<file path="config.mk">
export PLATFORM = sky130hd
export DESIGN_NAME = spi_arbiter
export DESIGN_NICKNAME = d
export VERILOG_FILES = /design/src/rtl/spi_arbiter_pkg.sv /design/src/rtl/spi_arbiter_rr_pick.sv /design/src/rtl/spi_arbiter.sv
export SDC_FILE = /design/constraint.sdc
export NUM_CORES = 1
export LEC_CHECK = 0
export CORE_MARGIN = 1.5
export CORE_UTILIZATION = 50
export DETAILED_ROUTE_END_ITERATION = 7
export GPL_ROUTABILITY_DRIVEN = 0
export PLACE_DENSITY_LB_ADDON = 0.2
export SLEW_MARGIN = 20
export SYNTH_ARGS = -nofsm -noshare
export SYNTH_HDL_FRONTEND = slang
export SYNTH_HIERARCHICAL = 1
export SYNTH_SLANG_ARGS = --single-unit
</file>
<file path="constraint.sdc">
create_clock -name clk -period 3.7 [get_ports clk]
set_clock_uncertainty 0.2 [all_clocks]
set_input_delay 0.74 -clock clk [delete_from_list [all_inputs] [get_ports clk]]
set_output_delay 0.74 -clock clk [all_outputs]
set_load 0.005 [all_outputs]
</file>
<file path="src/rtl/spi_arbiter_pkg.sv">
// Shared types and helpers for the SPI arbiter.
package spi_arbiter_pkg;

    localparam int unsigned DefDataW = 8;

    typedef enum logic [2:0] {
        StIdle,
        StStart,
        StWaitLo,
        StWaitHi,
        StDone
    } state_e;

    // Ceiling log2, never below 1 so a one-bit index still has a width.
    function automatic int unsigned clog2(input int unsigned v);
        int unsigned r;
        r = 0;
        while ((64'd1 << r) < 64'(v)) begin
            r++;
        end
        return (r == 0) ? 1 : r;
    endfunction

endpackage

</file>
<file path="src/rtl/spi_arbiter_rr_pick.sv">
// Combinational round-robin picker: first set req bit at or above rr_ptr, with wrap.
module spi_arbiter_rr_pick
    import spi_arbiter_pkg::*;
#(
    parameter int unsigned N_REQ = 4,
    localparam int unsigned IdxW = clog2(N_REQ)
) (
    input  logic [N_REQ-1:0] req,
    input  logic [IdxW-1:0]  rr_ptr,
    output logic [N_REQ-1:0] pick,
    output logic [IdxW-1:0]  idx
);

    localparam int unsigned SumW = IdxW + 1;

    logic [N_REQ-1:0] rotated;
    logic [SumW-1:0]  sum;
    logic             found;

    // Rotate req so bit 0 is rr_ptr, take the lowest set bit, then map back.
    always_comb begin
        rotated = N_REQ'({req, req} >> rr_ptr);
        found   = 1'b0;
        sum     = '0;
        for (int unsigned i = 0; i < N_REQ; i++) begin
            if (!found && rotated[i]) begin
                found = 1'b1;
                sum   = {1'b0, rr_ptr} + SumW'(i);
            end
        end
        if (sum >= SumW'(N_REQ)) begin
            sum = sum - SumW'(N_REQ);
        end
        idx = sum[IdxW-1:0];
        for (int unsigned j = 0; j < N_REQ; j++) begin
            pick[j] = found && (idx == IdxW'(j));
        end
    end

endmodule

</file>
<file path="src/rtl/spi_arbiter.sv">
// Round-robin sharing of one spi_master among N_REQ local requesters.
module spi_arbiter
    import spi_arbiter_pkg::*;
#(
    parameter int unsigned N_REQ     = 4,
    parameter int unsigned DATA_W    = DefDataW,
    parameter int unsigned START_CYC = 2,
    parameter int unsigned TIMEOUT   = 64
) (
    input  logic                      clk,
    input  logic                      rst_n,
    input  logic [N_REQ-1:0]          req,
    input  logic [N_REQ*DATA_W-1:0]   wdata,
    output logic [N_REQ-1:0]          gnt,
    output logic [DATA_W-1:0]         rdata,
    output logic [N_REQ-1:0]          rvalid,
    output logic [N_REQ-1:0]          err,
    output logic                      m_start,
    output logic [DATA_W-1:0]         m_data_out,
    input  logic [DATA_W-1:0]         m_data_in,
    input  logic                      m_ss
);

    localparam int unsigned IdxW   = clog2(N_REQ);
    localparam int unsigned CntMax = (TIMEOUT > START_CYC) ? TIMEOUT : START_CYC;
    localparam int unsigned CntW   = clog2(CntMax + 1);

    state_e              state_q, state_d;
    logic [N_REQ-1:0]    gnt_q, gnt_d;
    logic [IdxW-1:0]     idx_q, idx_d;
    logic [IdxW-1:0]     rr_ptr_q, rr_ptr_d;
    logic [CntW-1:0]     cnt_q, cnt_d;
    logic                m_start_q, m_start_d;
    logic [DATA_W-1:0]   m_data_out_q, m_data_out_d;
    logic [DATA_W-1:0]   rdata_q, rdata_d;
    logic [N_REQ-1:0]    rvalid_q, rvalid_d;
    logic [N_REQ-1:0]    err_q, err_d;

    logic [N_REQ-1:0]    pick;
    logic [IdxW-1:0]     pick_idx;
    logic [DATA_W-1:0]   pick_data;
    logic [IdxW-1:0]     next_ptr;

    spi_arbiter_rr_pick #(
        .N_REQ (N_REQ)
    ) u_rr_pick (
        .req    (req),
        .rr_ptr (rr_ptr_q),
        .pick   (pick),
        .idx    (pick_idx)
    );

    // Select the write byte of the requester about to be granted.
    always_comb begin
        pick_data = '0;
        for (int unsigned i = 0; i < N_REQ; i++) begin
            if (pick[i]) begin
                pick_data = wdata[i*DATA_W +: DATA_W];
            end
        end
    end

    assign next_ptr = (idx_q == IdxW'(N_REQ - 1)) ? '0 : idx_q + 1'b1;

    // Transfer sequencing, timeout abort and next-state for all registers.
    always_comb begin
        state_d      = state_q;
        gnt_d        = gnt_q;
        idx_d        = idx_q;
        rr_ptr_d     = rr_ptr_q;
        m_start_d    = m_start_q;
        m_data_out_d = m_data_out_q;
        rdata_d      = rdata_q;
        rvalid_d     = '0;
        err_d        = '0;

        unique case (state_q)
            StIdle: begin
                // Skip the cycle carrying an err pulse so the aborted requester can drop req.
                if (|req && !(|err_q)) begin
                    state_d      = StStart;
                    gnt_d        = pick;
                    idx_d        = pick_idx;
                    m_data_out_d = pick_data;
                    m_start_d    = 1'b1;
                end
            end
            StStart: begin
                if (cnt_q == CntW'(START_CYC - 1)) begin
                    state_d   = StWaitLo;
                    m_start_d = 1'b0;
                end
            end
            StWaitLo: begin
                if (!m_ss) begin
                    state_d = StWaitHi;
                end else if (cnt_q == CntW'(TIMEOUT)) begin
                    state_d  = StIdle;
                    err_d    = gnt_q;
                    gnt_d    = '0;
                    rr_ptr_d = next_ptr;
                end
            end
            StWaitHi: begin
                if (m_ss) begin
                    state_d  = StDone;
                    rdata_d  = m_data_in;
                    rvalid_d = gnt_q;
                end else if (cnt_q == CntW'(TIMEOUT)) begin
                    state_d  = StIdle;
                    err_d    = gnt_q;
                    gnt_d    = '0;
                    rr_ptr_d = next_ptr;
                end
            end
            StDone: begin
                state_d  = StIdle;
                gnt_d    = '0;
                rr_ptr_d = next_ptr;
            end
            default: begin
                state_d = StIdle;
            end
        endcase

        // Shared START/timeout counter: restarts on every state change, saturates.
        if (state_d != state_q) begin
            cnt_d = '0;
        end else if (cnt_q == CntW'(CntMax)) begin
            cnt_d = cnt_q;
        end else begin
            cnt_d = cnt_q + 1'b1;
        end
    end

    // State and output registers.
    always_ff @(posedge clk or negedge rst_n) begin
        if (!rst_n) begin
            state_q      <= StIdle;
            gnt_q        <= '0;
            idx_q        <= '0;
            rr_ptr_q     <= '0;
            cnt_q        <= '0;
            m_start_q    <= 1'b0;
            m_data_out_q <= '0;
            rdata_q      <= '0;
            rvalid_q     <= '0;
            err_q        <= '0;
        end else begin
            state_q      <= state_d;
            gnt_q        <= gnt_d;
            idx_q        <= idx_d;
            rr_ptr_q     <= rr_ptr_d;
            cnt_q        <= cnt_d;
            m_start_q    <= m_start_d;
            m_data_out_q <= m_data_out_d;
            rdata_q      <= rdata_d;
            rvalid_q     <= rvalid_d;
            err_q        <= err_d;
        end
    end

    assign gnt        = gnt_q;
    assign rdata      = rdata_q;
    assign rvalid     = rvalid_q;
    assign err        = err_q;
    assign m_start    = m_start_q;
    assign m_data_out = m_data_out_q;

endmodule

</file>
Word-level counts from Yosys, hierarchy flattened
Cells that the tools add are included.

cells by class
  $add $sub $neg = 6
  equality and inequality tests = 16
  mux-type cells = 40
  magnitude comparators = 1
  shifts and indexed selects = 1
  reductions and logical operators = 24

operators by type and width
  kind                                                                   number
  4-bit two-way mux                                                      9
  8-bit two-way mux                                                      4
  3-bit two-way mux                                                      8
  4-bit case mux with 4 select lines                                     1
  7-bit two-way mux                                                      2
  2-bit two-way mux                                                      6
  3-bit case mux with 4 select lines                                     1
  1-bit logical AND                                                      8
  2-bit inequality test, second input constant                           4
  4-bit case mux with 2 select lines                                     1
  4-bit OR reduction                                                     2
  8-bit by 2-bit right shift with 4-bit output                           1
  7-bit by 1-bit adder with 7-bit output, second input constant          1
  7-bit by 1-bit equality test with 1-bit output, second input constant  1
  7-bit equality test, second input constant                             1
  2-bit by 2-bit adder with 3-bit output, second input constant          2
  2-bit equality test, second input constant                             3
  3-bit by 2-bit equality test with 1-bit output, second input constant  2
  1-bit two-way mux                                                      6
  2-bit case mux with 3 select lines                                     1
  3-bit AND reduction                                                    2
  1-bit logical NOT                                                      4
  2-bit AND reduction                                                    2
  4-bit AND reduction                                                    1
  other kinds (15)                                                       15

word-level totals
  output and inout port bits = 29
  flip-flop bits (word level) = 43
  bits of input ports = 47
  logic and storage cells = 98

Longest topological paths before layout
  depth after elaboration = 19
  mapped depth = 9
  depth with buffers taken out = 7

By module
The synthesis kept the hierarchy.

by module, submodules not included
  module               cells each  seq. area each (um2)  times used  area an instance (um2)
  spi_arbiter          188         1,076.0               1           2,162.1
  spi_arbiter_rr_pick  31          0.0                   1           197.7

Least setup slack after synthesis
No wires, ideal clock.

  path kind = input to register
  start point = in req[0]
  end point = reg m_data_out_q[6], in the netlist m_data_out[6]
  path buffers = 3
  required time = 3.375 ns
  slack = 1.111 ns
  stages on the path = 9
  arrival = 2.264 ns
  cell sequence = buf_2 nor2_1 o221a_2 clkbuf_1 nor2b_1 clkbuf_1 a221oi_1 o31ai_1 mux2_2

RTL lines
  what                                                                                line                                                  text
  from (decl)                                                                         spi_arbiter.sv:12                                     input logic [N_REQ-1:0] req,
  8-bit by 2-bit right shift with 4-bit output (*)                                    spi_arbiter_rr_pick.sv:22                             rotated = N_REQ'({req, req} >> rr_ptr);
  1-bit two-way mux                                                                   spi_arbiter_rr_pick.sv:26                             if (!found && rotated[i]) begin
  1-bit logical NOT                                                                   spi_arbiter_rr_pick.sv:26
  1-bit logical AND                                                                   spi_arbiter_rr_pick.sv:26
  1-bit two-way mux                                                                   spi_arbiter_rr_pick.sv:26
  1-bit logical NOT                                                                   spi_arbiter_rr_pick.sv:26
  1-bit logical AND                                                                   spi_arbiter_rr_pick.sv:26
  1-bit two-way mux                                                                   spi_arbiter_rr_pick.sv:26
  1-bit logical NOT                                                                   spi_arbiter_rr_pick.sv:26
  1-bit logical AND                                                                   spi_arbiter_rr_pick.sv:26
  3-bit two-way mux                                                                   spi_arbiter_rr_pick.sv:26
  3-bit >= comparator or 2-bit by 1-bit subtractor with 2-bit output (tied branches)  spi_arbiter_rr_pick.sv:31, spi_arbiter_rr_pick.sv:32
  2-bit two-way mux                                                                   spi_arbiter_rr_pick.sv:31                             if (sum >= SumW'(N_REQ)) begin
  2-bit by 1-bit equality test with 1-bit output                                      spi_arbiter_rr_pick.sv:36                             pick[j] = found && (idx == IdxW'(j));
  1-bit logical AND (*)                                                               spi_arbiter_rr_pick.sv:36
  named net pick[1]                                                                   spi_arbiter.sv:39                                     logic [N_REQ-1:0] pick;
  8-bit two-way mux (*) (3 in series)                                                 spi_arbiter.sv:57                                     if (pick[i]) begin
  to (signal assigned)                                                                spi_arbiter.sv:156                                    m_data_out_q <= m_data_out_d;
  to (decl)                                                                           spi_arbiter.sv:34                                     logic [DATA_W-1:0] m_data_out_q, m_data_out_d;

The timed path passes the listed nets; every way through them passes the cells marked *.
A chain may end at the register's enable or synchronous reset.

Final worst setup path
  start point = in req[2]
  end point = reg m_data_out_q[6], in the netlist m_data_out[6]

The elaborated chain is that of the path after synthesis.

==> flow_summary.ini <==
[route]
wl_per_cell_um = 14.9
wl_mm = 5.07
via_count = 1914
drtPass1Iterations = 8
routed_via_density = 5.65
ant_nets = 0
drc = 1
drtIter0Drc = 107

[synth]
yosysSeqAreaShare_pct = 45.6
synth_flop_cell = dfrtp_1
yosysMostFrequentCell = dfrtp_1
synthTopCellsByArea = dfrtp_1, mux2_2, a221oi_1, nor2b_1, o31ai_1
synth.distinct_cells = 51
synth_seq_cells = 43
synth_edf_count = 0
async_flop_share_pct = 100
syn-num-nets = 270
yosys-top-cells-count = dfrtp_1, mux2_2, nand2_1, nor2b_1, nor2_1
yosys.area.top_type_share_pct = 45.6
ys_warn_count = 6
yosys.area.top_type = dfrtp_1
synth_cells = 219
synth_area_per_cell_um2 = 10.8
syn_area_um2 = 2360

[die]
coreArea_um2 = 4440
design.portCount = 76
start_util_pct = 53.1
num_rows = 24
die_area_um2 = 5140
die_w_um = 71.7
die_h_um = 71.7

[run_status]
status = complete, but fails checks
violations = design-rule violations

[pwr]
p_leak_nw = 1.32
ir_worst_vdd_v = 0.000344
p_per_area_nw_per_um2 = 640

[clocking]
htreeDepth = 2
cts_sinks = 43
cts_setup_buffers = 0
numCtsBuffers = 5
clk_latency_ns = 0.29
cts-root-buf = clkbuf_8
cts.path.max_buffers = 2
cts_resized = 0
cts_hold_repair.buffers = 0
cts_tree = done
clkTransAtPathRegs_ns = 0.08

[grt]
grt.total_usage_pct = 20.6
grt_first_pass_wirelength_mm = 8.38
grt_max_degree = 44
use_met2_pct = 34.6
grt_pass1_vias = 1813
met3_usage_pct = 5.49
grt_busiest_layer = met2
antenna_found_initial = 0
met1_usage_pct = 26.7
grt_overflow_total = 0

[critical_path]
crit_fanout = 10
crit_slowest_cell = clkdlybuf4s50_1
cpPeakStageDelay_ns = 0.63
path_class = input pin to flop
start_kind = input pin
critPathBufInv = 1
rrSetupSlack_ns = 1.26
critPathTopFamily = compound AO/OA/AOI/OAI gates
cp.arrival_ns = 2.94
worstPathCellList = clkdlybuf4s50_1 > a21oi_1 > o221a_2 > nor2b_1 > a221oi_1 > o31ai_1 > mux2_2
cp.required_ns = 3.73
end_kind = flop

[finish]
antenna_cells = 0
area_growth_pct = 36.5
fillers = 323
multiInputGateArea_um2 = 1180
seqCellArea_um2 = 1080
final_nets = 337
finalInstanceArea_um2 = 3220
drive_gt1_share_pct = 13.6

[timing]
slew_viol_final = 0
fin_setup_tns_ns = 0
worst_slew_pin_slew_ns = 0.946
rsz0062_at_grt = false
fmax_mhz = 343
timing.final.crit_share_pct = 78.7
setup_viol = 0
hold_violations = 0
finalWorstSetupSlack_ns = 0.788
relSlewSlack_pct = 36.9
min_period_ns = 2.91

[job]
cap_violations = 0

[place]
pre_cts_ws_ns = 0.507
hpwl_mm = 3.65
numPortBuffers = 75
dpl_cell_area_um2 = 3100

[min_path]
hp-class = flop to flop
[layout make-up]
cell class                      count  share of cell area, %
Clock inverter                      2                   1.09
Clock buffer                        6                   2.56
Inverter                            8                  0.932
Multi-Input combinational cell    152                   36.6
Sequential cell                    43                   33.4
Tap cell                           52                   2.02
Timing Repair Buffer               76                   23.4
[flip-flops by register name, summed over array words and instances (netlist names)]
signal      flops
cnt_q           7
err             4
gnt             4
idx_q           2
m_data_out      8
m_start         1
rdata           8
rr_ptr_q        2
rvalid          4
state_q         3
[worst paths after layout]
path	from	endpoint	cells after the start
max in group asynchronous	rst_n	state_q[0]	1
hold / removal	m_start	m_start	1
hold reg to reg	m_start	m_start	1
setup reg to reg	err[1]	m_data_out[2]	4
setup / recovery	req[2]	m_data_out[6]	7
min in group asynchronous	rst_n	cnt_q[1]	1
[cells in the final DEF, fill, tap and decap left out, types with 2 or more instances in the layout]
| cell type | instances |
|---|---|
| and3_1 | 2 |
| nor4_1 | 7 |
| a22o_1 | 4 |
| nor3_1 | 2 |
| a311oi_1 | 2 |
| a21oi_1 | 8 |
| o31ai_1 | 8 |
| xnor2_1 | 4 |
| xor2_1 | 2 |
| o21ai_0 | 5 |
| nand2_1 | 11 |
| mux2_1 | 2 |
| inv_1 | 8 |
| mux2_2 | 19 |
| nand2b_1 | 2 |
| o221a_2 | 2 |
| nor4_4 | 2 |
| clkbuf_8 | 6 |
| nor2_1 | 10 |
| a221oi_1 | 8 |
| o21bai_1 | 2 |
| and2_1 | 9 |
| nand3_1 | 4 |
| nor4_2 | 2 |
| clkdlybuf4s50_1 | 74 |
| nor2b_1 | 11 |
| ha_1 | 4 |
| dfrtp_1 | 43 |
[worst reg2reg max path, cell delays in order, from the launching register on]
cell,delay [ns]
dfrtp_1,0.39
nor4_2,0.42
nand2_1,0.18
nor4_4,0.73
mux2_2,0.42
[routing by layer]
| metal | part of all wire [%] | vias to the layer above | routed length (um) |
|---|---|---|---|
| met2 | 49 | 73 | 2470 |
| met3 | 7.6 | 2 | 384 |
| met4 | 0.53 | 0 | 27 |
| met5 | 0 | - | 0 |
| li1 | - | 945 | - |
| met1 | 43 | 894 | 2190 |
[through the flow]
stage	utilization, %	hold slack, ns	std cells	total power, W
6_report	72.5	0.294	339	0.00206
5_1_grt	72.5	0.312	339	0.00220
4_1_cts	72.5	0.299	339	0.00208
3_5_place_dp	69.8	0.280	331	0.00170
3_3_place_gp	69.8	0.283	331	0.00167
2_1_floorplan	-	0.244	219	0.00132
[power by group]
group / total [W] / internal, W / switching (W)
Sequential: 0.000777 / 0.000625 / 0.000152
Clock: 0.000371 / 0.000218 / 0.000152
Combinational: 0.000913 / 0.000547 / 0.000366
[logic make-up after synthesis]
kind of cell,Yosys count,synth area share (%)
AOI/OAI and AO/OA,52,17.1
xor gates and xnor gates,6,2.23
adders and majority gates,4,2.12
buffers and inverters,24,4.45
DFF,43,45.6
muxes,22,10.4
and+or+nand+nor,68,18.1
Power figures use the tool's default switching activity.
